**src/rtl/axi_lite_pkg.sv**
```systemverilog
// Shared AXI4-Lite definitions: response codes and the write initiator state encoding.
package axi_lite_pkg;

  localparam logic [1:0] RESP_OKAY   = 2'b00;
  localparam logic [1:0] RESP_EXOKAY = 2'b01;
  localparam logic [1:0] RESP_SLVERR = 2'b10;
  localparam logic [1:0] RESP_DECERR = 2'b11;

  localparam logic [1:0] ST_RESET = 2'd0;
  localparam logic [1:0] ST_IDLE  = 2'd1;
  localparam logic [1:0] ST_ISSUE = 2'd2;
  localparam logic [1:0] ST_RESP  = 2'd3;

  typedef enum logic [1:0] {
    S_RESET = ST_RESET,
    S_IDLE  = ST_IDLE,
    S_ISSUE = ST_ISSUE,
    S_RESP  = ST_RESP
  } init_state_e;

endpackage

```
**src/rtl/axi_lite_write_initiator.sv**
```systemverilog
// AXI4-Lite write master: takes one local write command, drives AW and W
// independently, waits for B and reports the response on a one-cycle pulse.
//
// state | meaning
// ------+--------------------------------------------------------------
// RESET | one cycle after reset release; cmd_ready comes up next
// IDLE  | cmd_ready high, waiting for a command
// ISSUE | AW and/or W still outstanding; each drops on its own handshake
// RESP  | both sent, m_bready high, waiting for the B handshake
module axi_lite_write_initiator
  import axi_lite_pkg::*;
#(
  parameter int ADDRESS_SIZE    = 32,
  parameter int DATA_SIZE       = 32,
  parameter int WRITE_STROBE    = DATA_SIZE / 8,
  parameter int ERR_COUNT_WIDTH = 8
) (
  input  logic                       aclk,
  input  logic                       aresetn,
  input  logic [ADDRESS_SIZE-1:0]    cmd_address,
  input  logic [DATA_SIZE-1:0]       cmd_data,
  input  logic [WRITE_STROBE-1:0]    cmd_strobe,
  input  logic                       cmd_valid,
  output logic                       cmd_ready,
  output logic                       done_valid,
  output logic [1:0]                 done_response,
  output logic [ERR_COUNT_WIDTH-1:0] error_count,
  output logic [ADDRESS_SIZE-1:0]    m_awaddr,
  output logic                       m_awvalid,
  input  logic                       m_awready,
  output logic [DATA_SIZE-1:0]       m_wdata,
  output logic [WRITE_STROBE-1:0]    m_wstrb,
  output logic                       m_wvalid,
  input  logic                       m_wready,
  input  logic [1:0]                 m_bresp,
  input  logic                       m_bvalid,
  output logic                       m_bready
);

  init_state_e                state_q, state_d;
  logic                       aw_done_q, aw_done_d;
  logic                       w_done_q, w_done_d;
  logic                       cmd_ready_d, done_valid_d;
  logic [1:0]                 done_response_d;
  logic [ERR_COUNT_WIDTH-1:0] error_count_d;
  logic [ADDRESS_SIZE-1:0]    awaddr_d;
  logic [DATA_SIZE-1:0]       wdata_d;
  logic [WRITE_STROBE-1:0]    wstrb_d;
  logic                       awvalid_d, wvalid_d, bready_d;
  logic                       aw_hs, w_hs, b_hs;

  assign aw_hs = m_awvalid && m_awready;
  assign w_hs  = m_wvalid && m_wready;
  assign b_hs  = m_bvalid && m_bready;

  // Next-state and next-output logic; every output is registered below.
  always_comb begin
    state_d         = state_q;
    aw_done_d       = aw_done_q;
    w_done_d        = w_done_q;
    cmd_ready_d     = cmd_ready;
    done_valid_d    = 1'b0;
    done_response_d = done_response;
    error_count_d   = error_count;
    awaddr_d        = m_awaddr;
    wdata_d         = m_wdata;
    wstrb_d         = m_wstrb;
    awvalid_d       = m_awvalid;
    wvalid_d        = m_wvalid;
    bready_d        = m_bready;

    case (state_q)
      S_RESET: begin
        state_d     = S_IDLE;
        cmd_ready_d = 1'b1;
      end
      S_IDLE: begin
        if (cmd_valid && cmd_ready) begin
          awaddr_d    = cmd_address;
          wdata_d     = cmd_data;
          wstrb_d     = cmd_strobe;
          awvalid_d   = 1'b1;
          wvalid_d    = 1'b1;
          cmd_ready_d = 1'b0;
          aw_done_d   = 1'b0;
          w_done_d    = 1'b0;
          state_d     = S_ISSUE;
        end
      end
      S_ISSUE: begin
        if (aw_hs) begin
          awvalid_d = 1'b0;
          aw_done_d = 1'b1;
        end
        if (w_hs) begin
          wvalid_d = 1'b0;
          w_done_d = 1'b1;
        end
        // Both channels may finish on the same edge, so include this cycle's handshakes.
        if ((aw_done_q || aw_hs) && (w_done_q || w_hs)) begin
          state_d  = S_RESP;
          bready_d = 1'b1;
        end
      end
      S_RESP: begin
        if (b_hs) begin
          bready_d        = 1'b0;
          done_response_d = m_bresp;
          done_valid_d    = 1'b1;
          cmd_ready_d     = 1'b1;
          state_d         = S_IDLE;
          if (m_bresp != RESP_OKAY && error_count != {ERR_COUNT_WIDTH{1'b1}})
            error_count_d = error_count + ERR_COUNT_WIDTH'(1);
        end
      end
      default: state_d = S_RESET;
    endcase
  end

  // State and output registers with synchronous active-low reset.
  always_ff @(posedge aclk) begin
    if (!aresetn) begin
      state_q       <= S_RESET;
      aw_done_q     <= 1'b0;
      w_done_q      <= 1'b0;
      cmd_ready     <= 1'b0;
      done_valid    <= 1'b0;
      done_response <= 2'b00;
      error_count   <= '0;
      m_awaddr      <= '0;
      m_wdata       <= '0;
      m_wstrb       <= '0;
      m_awvalid     <= 1'b0;
      m_wvalid      <= 1'b0;
      m_bready      <= 1'b0;
    end else begin
      state_q       <= state_d;
      aw_done_q     <= aw_done_d;
      w_done_q      <= w_done_d;
      cmd_ready     <= cmd_ready_d;
      done_valid    <= done_valid_d;
      done_response <= done_response_d;
      error_count   <= error_count_d;
      m_awaddr      <= awaddr_d;
      m_wdata       <= wdata_d;
      m_wstrb       <= wstrb_d;
      m_awvalid     <= awvalid_d;
      m_wvalid      <= wvalid_d;
      m_bready      <= bready_d;
    end
  end

endmodule

```
**config.mk**
```make
export PLATFORM = sky130hd
export DESIGN_NAME = axi_lite_write_initiator
export DESIGN_NICKNAME = d
export VERILOG_FILES = /design/src/rtl/axi_lite_pkg.sv /design/src/rtl/axi_lite_write_initiator.sv
export SDC_FILE = /design/constraint.sdc
export NUM_CORES = 1
export LEC_CHECK = 0
export CAP_MARGIN = 10
export CORE_MARGIN = 1.5
export CORE_UTILIZATION = 36
export DETAILED_ROUTE_END_ITERATION = 10
export HOLD_SLACK_MARGIN = 0.06
export PLACE_DENSITY = 0.75
export SYNTH_ARGS = -nofsm -noshare
export SYNTH_HDL_FRONTEND = slang
export SYNTH_SLANG_ARGS = --single-unit
```
**constraint.sdc**
```tcl
create_clock -name aclk -period 1.4 [get_ports aclk]
set_input_delay 0.28 -clock aclk [delete_from_list [all_inputs] [get_ports aclk]]
set_output_delay 0.28 -clock aclk [all_outputs]
set_load 0.02 [all_outputs]
```
-- Yosys cells after proc, flatten, opt, wreduce, memory -nomap -nowiden
Index checks and enable logic that the tools add are counted.
Widths: inputs -> output; s select.
- bits in latches: 0
- register bits after elaboration: 87
- memory bits (read-only): 0
- memory bits (writable): 0
- output and inout port bits: 83
- memories: 0
- shift-type cells: 0
- equality and inequality tests: 9
- mux-type cells: 20
- add/sub/neg operators: 1
- bitwise gates (word level): 0
- $lt $le $gt $ge: 0
- reduce and logical (&&, ||, !) cells: 22
- div/mod/pow operators: 0
- $mul: 0
- operators by type and width (cell ; number):
    $reduce_and 3->1 ; 6
    $mux 1 ; 10
    $ne 2x2->1 const B ; 5
    $pmux 1 s2 ; 5
    $add 8x1->8 const B ; 1
    $ne 8x8->1 const B ; 1
    $pmux 2 s4 ; 1
    $logic_and 1x1->1 ; 6
    $mux 2 ; 3
    $reduce_and 2->1 ; 3
    $reduce_bool 2->1 ; 3
    $eq 2x2->1 const B ; 2
    $pmux 1 s3 ; 1
    $reduce_bool 3->1 ; 1
    $eq 2x1->1 const B ; 1
    $logic_not 2->1 ; 1
    $logic_or 1x1->1 ; 2

-- Longest topological paths before layout
- depth after elaboration: 5
- gate-level depth with buffers: 8
- depth with buffers taken out: 5

-- Worst setup path before layout
No wires, ideal clock.
- path kind: register -> register
- from: register state_q[0]
- to: register error_count[3]
- arrival time: 1.401 ns
- cell stages (with the launch flop): 7
- setup time: 0.119 ns
- setup slack: -0.120 ns
- cells stage by stage: dfxtp_1 -> ha_1 -> o2111a_2 -> and3_4 -> buf_6 -> and4_4 -> nor3_2
- word-level cells in the longest chain between the ends: 2
- ends and longest elaborated chain (item ; line ; RTL):
    start, declared ; axi_lite_write_initiator.sv:40 ; init_state_e state_q, state_d;
    start signal, assigned ; axi_lite_write_initiator.sv:137 ; state_q <= state_d;
    $eq 2x2->1 ; axi_lite_write_initiator.sv:72 ; case (state_q)
    $reduce_and 3->1 (no source line) ; - ;
    end signal, assigned ; axi_lite_write_initiator.sv:143 ; error_count <= error_count_d;
    end, declared ; axi_lite_write_initiator.sv:27 ; output logic [ERR_COUNT_WIDTH-1:0] error_count,
Every way passes these cells.
A chain may end at the register's enable or synchronous reset.

-- Final worst setup path
- from: register state_q[0]
- to: register error_count[5]
Same word-level chain as after synthesis.

==> out/qor.yml <==
dp_slack_ns: -0.289
gr-usage-all-layers: 0.190
gp_congestion: 0.856
dp.cells: 658
holdBufCountCts: 0
clockBufferDepth: 2
tns_ns: 0
pwr-share-clk: 0.322
grt_setup_unrepaired: "yes"
final_hold_viol_count: 0
die_area_um2: 9650
antenna_left: 0
final_common_cell: "nand2_1"
cts_buffers: 9
grt_pass1_wl_um: 14800
switching_share: 0.292
vias_per_cell: 4.90
synth_cells: 397
slew_headroom: 0.793
htreeDepth: 3
placed_area_um2: 5090
cts_sinks: 87
grt_max_degree: 35
vias: 3375
ys_seq_area_frac: 0.533
start_kind: "flip-flop"
period_needed_ns: 1.39
rows: 34
numPortBuffers: 158
path_class: "reg -> reg"
synth-compound-area-share: 0.170
dr.pass1.iters: 4
syn_area_um2: 3270
switching_power_mw: 2.11
slew_violations: 0
synth_area_per_cell_um2: 8.23
dp_hpwl_um: 6780
clock_latency_ns: 0.35
cap_violations: 0
r2r_end: "error_count[5]"
synthDistinctLibCells: 35
synthSimpleGateAreaFrac: 0.221
power_frac_seq: 0.397
synth.area.mux_share: 0.00613
synth_warnings: 0
p_leak_nw: 2.50
status: "completed"
clock.fmax_ghz: 0.719
die_y_um: 98.2
io_pins: 159
end_kind: "flip-flop"
drive_above_1_share: 0.200
ff2ff_setup_slack_ns: 0.01
powerDensity_nw_per_um2: 1260
setup_ws_ns: 0.00954
ys_seq_elements: 87
whs_path_depth: 2
synthXorXnorAreaFrac: 0.00536
rr_worst_depth: 5
p_comb_frac: 0.281
crit_path_max_fanout: 6
hp-start: "m_awaddr[3]"
coreArea_um2: 8760
worstPathRequired_ns: 1.67
routed_wl_um: 10400
antenna_found_initial: 0
final.setup_skew_ns: 0.00869
final-setup-viol-count: 0
layout_common_cells: "129 x nand2_1, 81 x dfxtp_1, 78 x dlygate4sd2_1, 75 x clkdlybuf4s50_1, 52 x a21oi_1"
cts_tree: "yes"
grt_overflow: 0
die_w_um: 98.2
internal-power_mw: 5.10
grt_pass1_vias: 3109
synth_fa_ha_area_frac: 0.0230
max-vdd-ir-drop_mv: 0.753
final_cells: 689
synth_top_family_by_area: "simple AND/OR/NAND/NOR gates"
hold_class: "reg -> reg"
cts.reportedPaths.clkPinSlew_ns: 0.09
syn_to_final_growth_pct: 75.7
rr_startpoint: "state_q[0]"
drc: 0
synth_nets: 479
finalInstanceArea_um2: 5740
tightest_slew_ns: 0.310
start_util: 0.373
fin_crit_sh: 0.993
antenna_cells: 0
holdPathEnd: "m_awaddr[3]"
clockRootBuffer: "clkbuf_8"
worstPathArrival_ns: 1.66
fin_nets: 658
wire_per_inst_um: 15.1
drtIter0Drc: 62
## cells in the mapped netlist
cell type | count | share of area
a21boi_0 | 2 | 0.0046
a21oi_1 | 77 | 0.12
a22oi_1 | 1 | 0.0023
a311oi_1 | 4 | 0.011
a31oi_1 | 5 | 0.0096
a32o_1 | 1 | 0.0031
and2_1 | 1 | 0.0019
and2b_2 | 1 | 0.0027
and3_1 | 1 | 0.0019
and3_4 | 2 | 0.0069
and3b_1 | 1 | 0.0027
and4_1 | 1 | 0.0027
and4_4 | 1 | 0.0034
buf_1 | 3 | 0.0034
buf_2 | 6 | 0.0092
buf_4 | 3 | 0.0069
buf_6 | 1 | 0.0034
clkbuf_1 | 12 | 0.014
clkbuf_2 | 1 | 0.0015
dfxtp_1 | 87 | 0.53
ha_1 | 6 | 0.023
inv_1 | 3 | 0.0034
mux2i_1 | 2 | 0.0061
nand2_1 | 143 | 0.16
nand3_1 | 6 | 0.0092
nand4_1 | 3 | 0.0057
nor2_1 | 8 | 0.0092
nor3_2 | 1 | 0.0031
nor3b_2 | 1 | 0.0038
o2111a_2 | 1 | 0.0038
o211a_1 | 2 | 0.0061
o211ai_1 | 1 | 0.0023
o21ai_0 | 6 | 0.0092
or4b_1 | 1 | 0.0031
xor2_1 | 2 | 0.0054
## per-layer routing
layer  global-route usage  vias to the layer above  routed length [um]
li1                     -                     1682                   -
met3               0.0372                       18                 498
met5                    0                        -                   0
met1                0.227                     1568                4330
met4               0.0856                        0                 219
met2                0.329                      107                5330
## worst max-delay path by stage
stage | from | cells after the start | slack (ns) | to
2_1_floorplan | state_q[1] | 8 | -0.01 | m_wdata[0]
3_3_place_gp | m_wready | 5 | -0.24 | state_q[0]
3_5_place_dp | m_wready | 5 | -0.29 | state_q[0]
4_1_cts | state_q[1] | 6 | -0.04 | m_awaddr[2]
5_1_grt | cmd_valid | 5 | -0.07 | state_q[0]
6_report | state_q[0] | 5 | 0.01 | error_count[5]
## through the flow
step | hold slack, ns | util | power, mW
floorplan | 0.413 | - | 3.75
global placement | 0.440 | 0.581 | 4.57
detailed placement | 0.446 | 0.581 | 4.62
CTS | 0.455 | 0.602 | 6.80
global route | 0.456 | 0.655 | 7.54
finish | 0.453 | 0.655 | 7.21
## critical path, cell delays in order, from the launching register on
cell and delay, ns:
dfxtp_4 0.41, ha_4 0.18, o2111a_2 0.23, and3_4 0.22, o21ai_0 0.08, a31oi_1 0.18
## cell families after synthesis
| kind of cell | count (synthesis) |
|---|---|
| flip-flops | 87 |
| multiplexers | 2 |
| buffers and inverters | 29 |
| AO/OA/AOI/OAI | 100 |
| adder cells (fa/ha/maj) | 6 |
| XOR/XNOR | 2 |
| AND/OR/NAND/NOR | 171 |
## layout make-up
class | count | area, um^2
timing repair buffer | 194 | 1930
multi-input combinational | 281 | 1640
clock buffer | 11 | 141
tap | 108 | 135
sequential | 87 | 1760
inverter | 3 | 13.8
fill | 762 | 3030
clock inverter | 5 | 129
## registers in the layout, summed over array words and instances, names as in the netlist
register	flops
m_bready	1
done_response	2
cmd_ready	1
w_done_q	1
m_wvalid	1
aw_done_q	1
error_count	8
state_q	2
m_awvalid	1
m_awaddr	32
done_valid	1
m_wdata	32
m_wstrb	4
## power by group through the flow
stage	combinational (mW)	clock, mW	sequential, mW
floorplan	0.631	0	3.12
global placement	1.68	0	2.89
detailed placement	1.71	0	2.91
CTS	1.61	2.35	2.84
global route	2.17	2.47	2.89
finish	2.03	2.32	2.86
## what timing repair did
item / CTS / global route
gates resized for setup: 90 / 69
buffers inserted: 0 / 9
pin swaps: 0 / 27
hold endpoints to repair: 0 / 0
gates cloned: 0 / 6
setup endpoints to repair: 136 / 79
No activity file was read; power rests on OpenSTA's default activity.
